<file path="src/rtl/trap_controller_pkg.sv">
// trap_controller_pkg: shared state encoding and CSR constants for trap sequencing
package trap_controller_pkg;

    typedef enum logic {
        IDLE,
        FLUSH
    } trapState_;

    localparam logic [3:0] CAUSE_MEXT_INT  = 4'd11;
    localparam int         MIE_MEIE_BIT    = 11;
    localparam int         MSTATUS_MIE_BIT = 3;

endpackage

</file>
<file path="src/rtl/trap_controller_if.sv">
// trap_controller_if: writeback/CSR/fetch signals between the core and trap_controller
// Inputs to the controller: writeback instruction state, CSR enables and vectors.
// Outputs from the controller: commit suppression, CSR trap/MRET strobes, redirect and flush.
interface trap_controller_if;
    logic        writebackValid;
    logic [31:0] writebackPC;
    logic        exceptionPending;
    logic [3:0]  exceptionCause;
    logic [31:0] exceptionTval;
    logic        mretValid;
    logic        mstatusMIE;
    logic        mieMEIE;
    logic [31:0] trapVector;
    logic [31:0] mepcValue;
    logic        commitSuppress;
    logic        controlReset;
    logic [3:0]  mcause;
    logic        mcauseInterrupt;
    logic [31:0] mtval;
    logic [31:0] trapPC;
    logic        mretSignal;
    logic        redirectValid;
    logic [31:0] redirectPC;
    logic        flush;
    logic        busy;

    modport slave (
        input  writebackValid, writebackPC, exceptionPending, exceptionCause, exceptionTval,
               mretValid, mstatusMIE, mieMEIE, trapVector, mepcValue,
        output commitSuppress, controlReset, mcause, mcauseInterrupt, mtval, trapPC,
               mretSignal, redirectValid, redirectPC, flush, busy
    );

    modport master (
        output writebackValid, writebackPC, exceptionPending, exceptionCause, exceptionTval,
               mretValid, mstatusMIE, mieMEIE, trapVector, mepcValue,
        input  commitSuppress, controlReset, mcause, mcauseInterrupt, mtval, trapPC,
               mretSignal, redirectValid, redirectPC, flush, busy
    );
endinterface

</file>
<file path="src/rtl/trap_controller_sync_chain.sv">
// trap_controller_sync_chain: STAGES-deep flop chain synchronizing an asynchronous level
// Ports: i_clock, i_reset (sync, active-high), i_d async input, o_q synchronized output.
module trap_controller_sync_chain #(
    parameter int STAGES = 2
) (
    input  logic i_clock,
    input  logic i_reset,
    input  logic i_d,
    output logic o_q
);
    logic [STAGES-1:0] r_sync;

    always_ff @(posedge i_clock) begin
        if (i_reset) begin
            r_sync <= '0;
        end else begin
            r_sync[0] <= i_d;
            for (int k = 1; k < STAGES; k++) r_sync[k] <= r_sync[k-1];
        end
    end

    assign o_q = r_sync[STAGES-1];
endmodule

</file>
<file path="src/rtl/trap_controller.sv">
// trap_controller: arbitrates writeback exceptions, external interrupts and MRET into CSR strobes and redirects
// Ports: i_clock, i_reset (sync, active-high), i_interrupt async level,
// bus (slave) carrying writeback/CSR inputs and trap/redirect/flush outputs.
module trap_controller
    import trap_controller_pkg::*;
#(
    parameter int FLUSH_CYCLES = 3,
    parameter int SYNC_STAGES  = 2
) (
    input  logic               i_clock,
    input  logic               i_reset,
    input  logic               i_interrupt,
    trap_controller_if.slave   bus
);
    localparam int            CW   = (FLUSH_CYCLES > 1) ? $clog2(FLUSH_CYCLES) : 1;
    localparam logic [CW-1:0] LOAD = CW'(FLUSH_CYCLES - 1);

    trapState_   r_state, w_nextState;
    logic [CW-1:0] r_count, w_nextCount;
    logic        r_controlReset, r_mretSignal, r_redirectValid, r_mcauseInterrupt;
    logic [3:0]  r_mcause;
    logic [31:0] r_mtval, r_trapPC, r_redirectPC;
    logic        w_irqSync, w_irqTake, w_idle, w_takeExc, w_takeIrq, w_takeMret, w_trap, w_event;

    trap_controller_sync_chain #(.STAGES(SYNC_STAGES)) u_sync (
        .i_clock (i_clock),
        .i_reset (i_reset),
        .i_d     (i_interrupt),
        .o_q     (w_irqSync)
    );

    always_comb begin
        w_irqTake   = w_irqSync & bus.mstatusMIE & bus.mieMEIE;
        w_idle      = (r_state == IDLE);
        w_takeExc   = w_idle & bus.writebackValid & bus.exceptionPending;
        w_takeIrq   = w_idle & bus.writebackValid & ~bus.exceptionPending & w_irqTake;
        w_takeMret  = w_idle & bus.writebackValid & ~bus.exceptionPending & ~w_irqTake & bus.mretValid;
        w_trap      = w_takeExc | w_takeIrq;
        w_event     = w_trap | w_takeMret;
        w_nextState = w_event ? FLUSH : (!w_idle && r_count == '0) ? IDLE : r_state;
        w_nextCount = w_event ? LOAD : (!w_idle && r_count != '0) ? r_count - 1'b1 : r_count;
    end

    always_ff @(posedge i_clock) begin
        if (i_reset) begin
            r_state           <= IDLE;
            r_count           <= '0;
            r_controlReset    <= 1'b0;
            r_mretSignal      <= 1'b0;
            r_redirectValid   <= 1'b0;
            r_mcause          <= '0;
            r_mcauseInterrupt <= 1'b0;
            r_mtval           <= '0;
            r_trapPC          <= '0;
            r_redirectPC      <= '0;
        end else begin
            r_state         <= w_nextState;
            r_count         <= w_nextCount;
            r_controlReset  <= w_trap;
            r_mretSignal    <= w_takeMret;
            r_redirectValid <= w_event;
            if (w_trap) begin
                r_mcause          <= w_takeExc ? bus.exceptionCause : CAUSE_MEXT_INT;
                r_mcauseInterrupt <= ~w_takeExc;
                r_mtval           <= w_takeExc ? bus.exceptionTval : 32'd0;
                r_trapPC          <= bus.writebackPC;
            end
            if (w_event) r_redirectPC <= w_trap ? bus.trapVector : bus.mepcValue;
        end
    end

    // Wrong-path instructions during FLUSH must never commit.
    assign bus.commitSuppress  = !w_idle | w_trap;
    assign bus.controlReset    = r_controlReset;
    assign bus.mcause          = r_mcause;
    assign bus.mcauseInterrupt = r_mcauseInterrupt;
    assign bus.mtval           = r_mtval;
    assign bus.trapPC          = r_trapPC;
    assign bus.mretSignal      = r_mretSignal;
    assign bus.redirectValid   = r_redirectValid;
    assign bus.redirectPC      = r_redirectPC;
    assign bus.flush           = !w_idle;
    assign bus.busy            = !w_idle;
endmodule

</file>
<file path="src/flat_wrapper.sv">
// flat-port wrapper written by rule: the top's interface ports become plain ports
module trap_controller_flat import trap_controller_pkg::*;
#(
    parameter int FLUSH_CYCLES = 3,
    parameter int SYNC_STAGES  = 2
)
  (i_clock, i_reset, i_interrupt, bus_writebackValid, bus_writebackPC, bus_exceptionPending, bus_exceptionCause, bus_exceptionTval, bus_mretValid, bus_mstatusMIE, bus_mieMEIE, bus_trapVector, bus_mepcValue, bus_commitSuppress, bus_controlReset, bus_mcause, bus_mcauseInterrupt, bus_mtval, bus_trapPC, bus_mretSignal, bus_redirectValid, bus_redirectPC, bus_flush, bus_busy);
  trap_controller_if bus_i ();
  input  logic i_clock;
  input  logic i_reset;
  input  logic i_interrupt;
  input wire logic [$bits(bus_i.writebackValid)-1:0] bus_writebackValid;
  input wire logic [$bits(bus_i.writebackPC)-1:0] bus_writebackPC;
  input wire logic [$bits(bus_i.exceptionPending)-1:0] bus_exceptionPending;
  input wire logic [$bits(bus_i.exceptionCause)-1:0] bus_exceptionCause;
  input wire logic [$bits(bus_i.exceptionTval)-1:0] bus_exceptionTval;
  input wire logic [$bits(bus_i.mretValid)-1:0] bus_mretValid;
  input wire logic [$bits(bus_i.mstatusMIE)-1:0] bus_mstatusMIE;
  input wire logic [$bits(bus_i.mieMEIE)-1:0] bus_mieMEIE;
  input wire logic [$bits(bus_i.trapVector)-1:0] bus_trapVector;
  input wire logic [$bits(bus_i.mepcValue)-1:0] bus_mepcValue;
  output wire logic [$bits(bus_i.commitSuppress)-1:0] bus_commitSuppress;
  output wire logic [$bits(bus_i.controlReset)-1:0] bus_controlReset;
  output wire logic [$bits(bus_i.mcause)-1:0] bus_mcause;
  output wire logic [$bits(bus_i.mcauseInterrupt)-1:0] bus_mcauseInterrupt;
  output wire logic [$bits(bus_i.mtval)-1:0] bus_mtval;
  output wire logic [$bits(bus_i.trapPC)-1:0] bus_trapPC;
  output wire logic [$bits(bus_i.mretSignal)-1:0] bus_mretSignal;
  output wire logic [$bits(bus_i.redirectValid)-1:0] bus_redirectValid;
  output wire logic [$bits(bus_i.redirectPC)-1:0] bus_redirectPC;
  output wire logic [$bits(bus_i.flush)-1:0] bus_flush;
  output wire logic [$bits(bus_i.busy)-1:0] bus_busy;
  assign bus_i.writebackValid = bus_writebackValid;
  assign bus_i.writebackPC = bus_writebackPC;
  assign bus_i.exceptionPending = bus_exceptionPending;
  assign bus_i.exceptionCause = bus_exceptionCause;
  assign bus_i.exceptionTval = bus_exceptionTval;
  assign bus_i.mretValid = bus_mretValid;
  assign bus_i.mstatusMIE = bus_mstatusMIE;
  assign bus_i.mieMEIE = bus_mieMEIE;
  assign bus_i.trapVector = bus_trapVector;
  assign bus_i.mepcValue = bus_mepcValue;
  assign bus_commitSuppress = bus_i.commitSuppress;
  assign bus_controlReset = bus_i.controlReset;
  assign bus_mcause = bus_i.mcause;
  assign bus_mcauseInterrupt = bus_i.mcauseInterrupt;
  assign bus_mtval = bus_i.mtval;
  assign bus_trapPC = bus_i.trapPC;
  assign bus_mretSignal = bus_i.mretSignal;
  assign bus_redirectValid = bus_i.redirectValid;
  assign bus_redirectPC = bus_i.redirectPC;
  assign bus_flush = bus_i.flush;
  assign bus_busy = bus_i.busy;
  trap_controller #(.FLUSH_CYCLES(FLUSH_CYCLES), .SYNC_STAGES(SYNC_STAGES)) u_core (.i_clock(i_clock), .i_reset(i_reset), .i_interrupt(i_interrupt), .bus(bus_i));
endmodule
</file>
<file path="config.mk">
export PLATFORM = sky130hd
export DESIGN_NAME = trap_controller_flat
export DESIGN_NICKNAME = d
export VERILOG_FILES = /design/src/rtl/trap_controller_pkg.sv /design/src/rtl/trap_controller_if.sv /design/src/rtl/trap_controller_sync_chain.sv /design/src/rtl/trap_controller.sv /design/src/flat_wrapper.sv
export SDC_FILE = /design/constraint.sdc
export NUM_CORES = 1
export LEC_CHECK = 0
export BUFFER_PORTS_ARGS = -buffer_cell sky130_fd_sc_hd__buf_2
export CAP_MARGIN = 30
export CORE_AREA = 3 3 97 122
export DETAILED_ROUTE_END_ITERATION = 16
export DIE_AREA = 0 0 100 125
export PLACE_DENSITY = 0.73
export RECOVER_POWER = 50
export SLEW_MARGIN = 20
export SYNTH_ARGS = -nofsm -noshare
export SYNTH_HDL_FRONTEND = slang
export SYNTH_SLANG_ARGS = --single-unit
</file>
<file path="constraint.sdc">
create_clock -name i_clock -period 3.8 [get_ports i_clock]
set_clock_uncertainty 0.2 [all_clocks]
set_input_delay 0.19 -clock i_clock [delete_from_list [all_inputs] [get_ports i_clock]]
set_output_delay 0.19 -clock i_clock [all_outputs]
set_load 0.05 [all_outputs]
</file>
==> results.py, run 1 <==
metrics = {
    "run_status": {
        "status": "finished with violations",
        "violations": "max-capacitance violations, max-slew violations",
    },
    "drt": {
        "wl_met1_um": 5910,
        "top_layer": "met4",
        "vias_per_cell": 5.26,
        "met2_wirelength_um": 8060,
        "wl_met3_um": 1070,
        "ant_nets": 0,
        "drc": 0,
        "dr.first_iter.drc_count": 281,
        "routed-via-count": 4923,
        "wl_per_cell_um": 16.7,
        "first_pass_iters": 5,
        "routed_wl_um": 15600,
    },
    "power": {
        "pwr-share-clk_pct": 32.2,
        "p_per_area_mw_per_mm2": 413,
        "p_seq_share_pct": 43.1,
        "peakVddDrop_v": 0.000217,
        "switching_share_pct": 31.9,
        "power.total_mw": 2.92,
        "combinationalPowerShare_pct": 24.7,
        "leakage_nw": 2.96,
        "p_int_mw": 1.99,
        "switchingPower_uw": 930,
    },
    "timing": {
        "tns_ns": 0,
        "max_slew_margin_pct": -3.93,
        "rsz0062_at_grt": "no",
        "hold_viol": 0,
        "maxSlewViolCount": 42,
        "setup_violations": 0,
        "post-route-period-util_pct": 74.9,
        "fin_crit_ns": 2.85,
        "fmax_ghz": 0.351,
        "tightest_slew_ns": 1.56,
        "hold-worst-slack_ns": 0.0730,
    },
    "synth": {
        "syn-num-nets": 583,
        "synth_area_leaders": "dfxtp_1 (51%), nand3_1 (7.3%), a22o_1 (6.7%)",
        "synth_warnings": 0,
        "synth_area_per_cell_um2": 9.71,
        "yosysTopAreaCell": "dfxtp_1",
        "netlist.area_leader.share_pct": 50.9,
        "ys_ff_latch": 109,
        "syn_inst": 442,
        "yosysMostFrequentCell": "dfxtp_1",
        "ys_seq_area_share_pct": 50.9,
        "synth_ff_type": "dfxtp_1",
        "synth_common_cells": "dfxtp_1 (109), nand3_1 (63), inv_1 (36), a22o_1 (33)",
        "synth_async_sr_flop_share_pct": 0,
        "synth_edf_count": 0,
        "synth.distinct_cells": 33,
        "syn_area_mm2": 0.00429,
    },
    "cts": {
        "ctsResizeCount": 0,
        "htree_levels": 3,
        "cts_buffer_depth": 2,
        "numCtsBuffers": 9,
        "cts_root_buf": "clkbuf_16",
        "cts.sinks": 109,
        "clkTransAtPathRegs_ns": 0.07,
        "insertion_delay_ns": 0.34,
        "cts_tree": "yes",
    },
    "global_route": {
        "grt_pass1_wl_um": 24500,
        "antenna_found_initial": 1,
        "gr-total-overflow": 0,
        "first_global_vias": 5048,
        "gr-usage-all-layers_pct": 23.9,
        "grt_max_degree": 42,
    },
    "worst_setup_path": {
        "critPathCaptureType": "output port",
        "rr_endpoint": "u_core.bus.redirectPC[5]",
        "rr_worst_depth": 5,
        "worstPathRequired_ns": 3.41,
        "critPathKind": "flip-flop to output port",
        "startpoint_type": "flip-flop",
        "arrival_ns": 2.46,
        "crit_end": "bus_commitSuppress",
        "crit_buf_inv": 1,
        "cp_max_fo": 41,
        "cp.depth": 4,
        "max_stage_delay_ns": 0.74,
        "cp_cell_sequence": "a31o_2, and2_1, or2_1, buf_2",
        "reg2reg_from": "u_core.bus.busy",
        "ff2ff_setup_slack_ns": 1.28,
        "cp_top_family": "simple AND/OR/NAND/NOR gates",
        "timing.critical_path.from": "u_core.u_sync.r_sync[1]",
        "crit_slowest_cell": "a31o_2",
    },
    "run": {
        "drv_cap": 1,
    },
    "cells_and_area": {
        "fin_util_pct": 66.3,
        "area.growth.synth_to_final_pct": 64.8,
        "nets": 940,
        "drive_gt1_share_pct": 22.5,
    },
    "floorplan": {
        "core_mm2": 0.0107,
        "row_count": 42,
        "fp.dieArea_mm2": 0.0125,
        "die_w_um": 100,
        "die_h_um": 125,
        "start_util_pct": 40.2,
        "pin_count": 247,
    },
    "hold_path": {
        "hold_class": "input port to flip-flop",
    },
    "placement": {
        "portBuffers": 246,
        "dp_hpwl_um": 9330,
        "gp_congestion": 0.817,
    },
}
[timing repair]
action / 4_1_cts / 5_1_grt
hold buffers: 134 / 0
hold endpoints to repair: 102 / 0
setup buffers: 0 / 0
[worst reg2reg max path, cell delays in order, from the launching register on]
cell and delay (ns):
dfxtp_1 0.44, nor2b_2 0.48, a2bb2oi_2 0.16, buf_4 0.34, o211ai_1 0.16, dlygate4sd3_1 0.61
[per-layer routing]
layer  global-route usage, %  vias to the layer above
li1                        -                     2292
met1                    27.2                     2324
met2                    42.1                      253
met3                    4.74                       54
met4                    11.8                        0
met5                       0                        -
[area by class of cell]
cell class | instances | area [µm²]
diodes | 1 | 2.50
clock buffers | 9 | 225
clock inverters | 6 | 71.3
fillers | 859 | 3600
inverters | 36 | 135
multi-input cells | 253 | 1750
flip-flops and latches | 109 | 2180
well taps | 132 | 165
repair buffers | 390 | 2540
[power groups by stage]
stage	Combinational (mW)	Clock [mW]	Sequential, mW
floorplan	0.182	0	1.52
global placement	0.594	0	1.28
detailed placement	0.606	0	1.28
CTS	0.725	0.958	1.26
global route	0.759	1.00	1.27
finish	0.720	0.940	1.26
[through the flow]
step           cell area (µm²)  instances  setup slack (ns)
2_1_floorplan             4290        442              1.64
3_3_place_gp              5520        784              1.42
3_5_place_dp              5560        786              1.38
4_1_cts                   7200        935              1.03
5_1_grt                   7070        936             0.789
6_report                  7070        936             0.953
[state kept, by name, summed over array words and instances (netlist names)]
signal / cells
u_core.r_count: 2
u_core.bus.busy: 1
u_core.u_sync.r_sync: 2
u_core.bus.trapPC: 32
u_core.bus.mretSignal: 1
u_core.bus.mcause: 4
u_core.bus.redirectPC: 32
u_core.bus.controlReset: 1
u_core.bus.mtval: 32
u_core.bus.redirectValid: 1
u_core.bus.mcauseInterrupt: 1
[cells in the final DEF, fill, tap and decap left out, types with 2 or more instances in the layout]
cell	n
a21oi_1	32
a22o_1	33
a31o_1	28
a31o_2	5
and2_1	3
buf_2	140
buf_4	8
clkbuf_1	106
clkbuf_16	9
clkinvlp_4	2
dfxtp_1	109
dlygate4sd3_1	134
inv_1	36
inv_6	2
nand2b_1	32
nand3_1	63
nor2_1	2
nor2b_1	3
o211ai_1	32
o21ai_0	2
o221a_2	3
[worst min-delay path by stage]
| stage | startpoint | endpoint | cells after the start |
|---|---|---|---|
| after global routing | bus_exceptionPending | u_core.bus.mcauseInterrupt | 3 |
| after CTS | bus_exceptionPending | u_core.bus.mcauseInterrupt | 3 |
| after detailed placement | bus_exceptionTval[8] | u_core.bus.mtval[8] | 2 |
| after global placement | bus_exceptionTval[5] | u_core.bus.mtval[5] | 2 |
| after floorplan | bus_exceptionTval[10] | u_core.bus.mtval[10] | 1 |
| final | bus_exceptionPending | u_core.bus.mcauseInterrupt | 3 |
[cells by family (layout without fill, tap and decap cells)]
family / Yosys count / in the layout / share of synthesized area, %
compound gates: 140 / 140 / 25.1
simple gates: 110 / 110 / 14.3
flops: 109 / 109 / 50.9
buf+inv: 80 / 441 / 8.98
fa+ha+maj: 1 / 1 / 0.292
xor+xnor: 1 / 1 / 0.204
mux: 1 / 1 / 0.262
other cells: 0 / 1 / 0
No activity file was read; power rests on OpenSTA's default activity.
==> run 2: changes to the inputs <==
Clock period 3.8 ns to 2.8 ns, I/O delays scaled along.
==> run 2 against run 1 <==
Compared with the run above: global-route usage increased by 0.86 points; count of clock-buffer cells in the layout increased by 2; the flow now finishes without violations; design area increased by 0.34%; routed wire length increased by 1.1%; worst hold slack got worse by 0.025 ns; via count increased by 0.61%; final cell count increased by 0.32%; combinational power increased by 36%.
==> results.py, run 2 (synthesis gave the netlist of run 1 again) <==
metrics = {
    "timing": {
        "fin_crit_ns": 2.54,
        "tns_ns": 0,
        "tightest_slew_ns": 1.07,
        "rsz0062_at_grt": "no",
        "setup_slack_ns": 0.257,
        "max_slew_margin_pct": 28.5,
        "fmax_ghz": 0.393,
        "maxSlewViolCount": 0,
        "setup_violations": 0,
        "hold_viol": 0,
        "hold-worst-slack_ns": 0.0483,
        "post-route-period-util_pct": 90.8,
    },
    "drt": {
        "routed_wl_um": 15800,
        "routed-via-count": 4953,
        "wl_per_cell_um": 16.8,
        "drc": 0,
        "first_pass_iters": 5,
        "ant_nets": 0,
        "dr.first_iter.drc_count": 249,
        "vias_per_cell": 5.27,
    },
    "global_route": {
        "grt_pass1_wl_um": 25000,
        "antenna_found_initial": 1,
        "first_global_vias": 5104,
        "gr-usage-all-layers_pct": 24.8,
        "grt_max_degree": 37,
        "gr-total-overflow": 0,
    },
    "hold_path": {
        "hold_class": "input port to flip-flop",
    },
    "placement": {
        "post_dp_cell_area_mm2": 0.00557,
        "portBuffers": 246,
        "gp_congestion": 0.876,
        "dpl.cell_count": 788,
        "place_ws_ns": 0.893,
        "dp_hpwl_um": 9320,
    },
    "cts": {
        "cts.sinks": 109,
        "numCtsBuffers": 9,
        "cts_buffer_depth": 2,
        "ctsResizeCount": 0,
        "htree_levels": 3,
        "insertion_delay_ns": 0.35,
        "clkTransAtPathRegs_ns": 0.07,
        "cts_tree": "yes",
        "cts_root_buf": "clkbuf_16",
        "cts_setup_buffers": 0,
    },
    "floorplan": {
        "row_count": 42,
        "fp.dieArea_mm2": 0.0125,
        "core_mm2": 0.0107,
        "pin_count": 247,
        "die_w_um": 100,
        "die_h_um": 125,
        "start_util_pct": 40.2,
    },
    "worst_setup_path": {
        "crit_end": "u_core.bus.redirectPC[9]",
        "critPathKind": "input port to flip-flop",
        "cp_cell_sequence": "clkbuf_1, buf_4, nor2_1, a2bb2oi_2, buf_4, o211ai_1, dlygate4sd3_1",
        "timing.critical_path.from": "i_reset",
        "crit_slowest_cell": "clkbuf_1",
        "ff2ff_setup_slack_ns": 0.31,
        "critPathCaptureType": "flip-flop",
        "rr_worst_depth": 6,
        "startpoint_type": "input port",
        "critical_path.most_common_cell": "buf_4",
        "reg2reg_from": "u_core.bus.busy",
        "cp_max_fo": 33,
        "arrival_ns": 2.58,
        "worstPathRequired_ns": 2.84,
        "max_stage_delay_ns": 0.77,
        "rr_endpoint": "u_core.bus.redirectPC[9]",
    },
    "cells_and_area": {
        "nets": 942,
        "fillers": 866,
        "multiInputGateArea_mm2": 0.00175,
        "final_common_cell": "buf_2",
        "fin_util_pct": 66.5,
        "final_cell_mix": "buf_2 (141), dlygate4sd3_1 (134), dfxtp_1 (109)",
        "drive_gt1_share_pct": 22.7,
        "area.growth.synth_to_final_pct": 65.4,
        "fin_cells": 939,
        "seq_area_mm2": 0.00218,
        "postLayoutCellArea_mm2": 0.00709,
    },
    "power": {
        "peakVddDrop_v": 0.000376,
        "power.total_mw": 4.06,
        "p_per_area_mw_per_mm2": 573,
        "leakage_nw": 2.99,
    },
    "run": {
        "drv_cap": 0,
    },
    "run_status": {
        "status": "completed",
    },
}
run 2: report_power, final:
group          switching [mW]  internal, mW  leakage [nW]
Sequential             0.0583          1.65         0.892
Combinational           0.625         0.353          1.94
Clock                   0.568         0.810         0.152
run 2: layout make-up:
cell class                      count  area share [%]
Clock inverter                      5            1.18
Inverter                           36            1.90
Sequential cell                   109            30.8
Clock buffer                       11            3.42
Tap cell                          132            2.33
Multi-Input combinational cell    253            24.6
Antenna cell                        1          0.0353
Timing Repair Buffer              392            35.7
run 2: timing repair:
item,CTS,global route
setup endpoints to repair,0,0
hold endpoints to repair,103,0
hold buffers,134,0
run 2: how the worst min path moves through the flow:
stage                     startpoint                          to  slack [ns]  cells past startpoint
2_1_floorplan  bus_exceptionTval[10]        u_core.bus.mtval[10]        0.07                      1
3_3_place_gp   bus_exceptionTval[10]        u_core.bus.mtval[10]        0.15                      2
3_5_place_dp   bus_exceptionTval[18]        u_core.bus.mtval[18]        0.15                      2
4_1_cts         bus_exceptionPending  u_core.bus.mcauseInterrupt        0.03                      3
5_1_grt         bus_exceptionPending  u_core.bus.mcauseInterrupt        0.05                      3
6_report        bus_exceptionPending  u_core.bus.mcauseInterrupt        0.05                      3
run 2: metal layers:
layer | up-vias | part of all wire (%) | global-route usage, %
met2 | 261 | 51 | 42.7
met5 | - | 0 | 0
met4 | 0 | 5.1 | 14.3
li1 | 2304 | - | -
met3 | 67 | 7.9 | 6.41
met1 | 2321 | 36 | 27.2
run 2: worst max-delay path, delay by kind of cell:
family | cells | cell delay (ns)
AO/OA/AOI/OAI | 2 | 0.28
AND/OR/NAND/NOR | 1 | 0.09
buffers and inverters | 4 | 2.05
==> run 3: changes to the inputs <==
Settings changed: PLACE_DENSITY 0.73 to 0.72, SYNTH_HIERARCHICAL set to 1.
==> run 3 against run 2 <==
Compared with the run above: critical path depth fell by 2; area after synthesis fell by 1.2%; sequential share of layout area rose by 0.25 points; total power rose by 1.5%; largest cell class unchanged.
==> results.py, run 3 <==
metrics = {
    "synth": {
        "synth_area_leaders": "dfxtp_1 (51%), a222oi_1 (7.6%), a22o_1 (6.8%)",
        "yosysTopAreaCell": "dfxtp_1",
        "synth_async_sr_flop_share_pct": 0,
        "syn_inst": 438,
        "syn-num-nets": 579,
        "synth_warnings": 6,
        "synth_common_cells": "dfxtp_1 (109), inv_1 (66), a21oi_1 (34), a22o_1 (33), nand2b_1 (33)",
        "netlist.area_leader.share_pct": 51.5,
        "synth_edf_count": 0,
        "yosysMostFrequentCell": "dfxtp_1",
        "ys_ff_latch": 109,
        "ys_seq_area_share_pct": 51.5,
        "synth_ff_type": "dfxtp_1",
        "syn_area_mm2": 0.00424,
        "synth_area_per_cell_um2": 9.68,
        "synth.distinct_cells": 29,
    },
    "power": {
        "switching_share_pct": 32.9,
        "power.total_mw": 4.12,
        "combinationalPowerShare_pct": 26.6,
        "switchingPower_mw": 1.36,
        "pwr-share-clk_pct": 31.4,
        "leakage_nw": 3.23,
        "p_int_mw": 2.77,
        "p_per_area_mw_per_mm2": 586,
        "p_seq_share_pct": 42.0,
        "peakVddDrop_v": 0.000316,
    },
    "cells_and_area": {
        "multiInputGateArea_mm2": 0.00159,
        "final_common_cell": "buf_2",
        "seq_area_mm2": 0.00218,
        "postLayoutCellArea_mm2": 0.00704,
        "nets": 940,
        "final_cell_mix": "buf_2 (140), dlygate4sd3_1 (135), dfxtp_1 (109)",
        "area.growth.synth_to_final_pct": 66.0,
        "drive_gt1_share_pct": 25.0,
        "fin_cells": 937,
        "fillers": 900,
    },
    "floorplan": {
        "core_mm2": 0.0107,
        "start_util_pct": 39.7,
        "pin_count": 247,
        "die_h_um": 125,
        "fp.dieArea_mm2": 0.0125,
        "row_count": 42,
        "die_w_um": 100,
    },
    "cts": {
        "insertion_delay_ns": 0.33,
        "numCtsBuffers": 9,
        "cts.sinks": 109,
        "cts_root_buf": "clkbuf_16",
        "cts_setup_buffers": 0,
        "htree_levels": 3,
        "cts_buffer_depth": 2,
        "cts_tree": "yes",
        "clkTransAtPathRegs_ns": 0.07,
    },
    "drt": {
        "routed-via-count": 4843,
        "dr.first_iter.drc_count": 313,
        "ant_nets": 0,
        "wl_per_cell_um": 16.4,
        "routed_wl_um": 15400,
        "first_pass_iters": 9,
        "vias_per_cell": 5.17,
        "drc": 0,
    },
    "global_route": {
        "gr-usage-all-layers_pct": 23.9,
        "first_global_vias": 4900,
        "antenna_found_initial": 0,
        "grt_max_degree": 55,
        "gr-total-overflow": 0,
        "grt_pass1_wl_um": 24200,
    },
    "timing": {
        "max_slew_margin_pct": 44.4,
        "hold_viol": 0,
        "setup_violations": 0,
        "post-route-period-util_pct": 91.9,
        "maxSlewViolCount": 0,
        "rsz0062_at_grt": "no",
        "fmax_ghz": 0.389,
        "hold-worst-slack_ns": 0.0171,
        "tns_ns": 0,
        "tightest_slew_ns": 0.834,
        "fin_crit_ns": 2.57,
    },
    "worst_setup_path": {
        "crit_buf_inv": 2,
        "rr_worst_depth": 5,
        "worstPathRequired_ns": 2.83,
        "max_stage_delay_ns": 0.65,
        "cp_max_fo": 32,
        "crit_slowest_cell": "a31o_2",
        "arrival_ns": 2.60,
        "startpoint_type": "flip-flop",
        "critPathKind": "flip-flop to flip-flop",
        "critPathCaptureType": "flip-flop",
        "cp_top_family": "compound AO/OA/AOI/OAI gates",
        "cp_cell_sequence": "nor2b_2, buf_4, a31o_2, a222oi_1, dlygate4sd3_1",
        "cp.depth": 5,
    },
    "run": {
        "drv_cap": 0,
    },
    "placement": {
        "gp_congestion": 0.772,
        "dpl.cell_count": 785,
        "portBuffers": 246,
        "dp_hpwl_um": 9080,
        "post_dp_cell_area_mm2": 0.00551,
    },
    "hold_path": {
        "hold_class": "input port to flip-flop",
        "holdPathStages": 3,
    },
    "run_status": {
        "status": "completed",
    },
}
[run 3: cell types whose count changed in the layout (fill, tap and decap cells not counted), moves of 3 or more]
cell / delta
nand2_1: +31
buf_4: -5
a31o_2: +23
and2_1: -3
inv_6: +3
o211ai_1: -32
a31o_1: -22
inv_1: +31
a222oi_1: +32
nand3_1: -62
[run 3: worst paths after layout]
kind / from / endpoint / slack (ns)
setup reg to reg: u_core/bus.busy / u_core/bus.redirectPC[10] / 0.23
hold reg to reg: u_core/u_sync/r_sync[0] / u_core/u_sync/r_sync[1] / 0.26
hold / removal: bus_mstatusMIE / u_core/bus.mcauseInterrupt / 0.02
setup / recovery: u_core/bus.busy / u_core/bus.redirectPC[10] / 0.23
[run 3: power groups by stage]
stage,sequential [mW],combinational [mW],clock (mW)
after floorplan,2.14,0.262,0
after global placement,1.76,0.906,0
after detailed placement,1.76,0.919,0
after CTS,1.73,1.11,1.33
after global routing,1.75,1.16,1.38
final,1.73,1.10,1.29
[run 3: routing by layer]
metal | GRT usage, % | routed length, µm | vias up
met5 | 0 | 0 | -
met4 | 12.1 | 627 | 0
met3 | 5.29 | 1110 | 52
met2 | 41.4 | 7840 | 269
met1 | 27.4 | 5810 | 2254
li1 | - | - | 2268
[run 3: kinds of logic after synthesis]
family,after synthesis,synth area share [%]
simple gates,79,9.60
flops,109,51.5
compound gates,140,27.0
mux,1,0.266
fa+ha+maj,1,0.295
buf+inv,107,11.1
xor+xnor,1,0.207
[run 3: metrics by stage]
step | util [%] | setup slack [ns]
6_report | 66.0 | 0.226
5_1_grt | 65.9 | 0.0869
4_1_cts | 67.2 | 0.328
3_5_place_dp | 51.7 | 0.871
2_1_floorplan | - | 0.710
3_3_place_gp | 51.7 | 0.932
[run 3: worst register-to-register path: cells and delay by family, from the launching register on]
kind            cells  cell delay, ns
buf+inv             2            0.85
flops               1            0.36
simple gates        1            0.16
compound gates      2            0.90
[run 3: timing repair]
| item | CTS | global route |
|---|---|---|
| hold buffers | 135 | 0 |
| endpoints found under the hold margin | 102 | 0 |
| resized for setup | 0 | 0 |
[run 3: layout make-up]
cell class	instances	area share (%)
Timing Repair Buffer	390	36.1
Sequential cell	109	31.0
Multi-Input combinational cell	222	22.6
Inverter	67	3.57
Clock buffer	9	3.20
Tap cell	132	2.35
Clock inverter	7	1.16
Antenna cell	1	0.0356
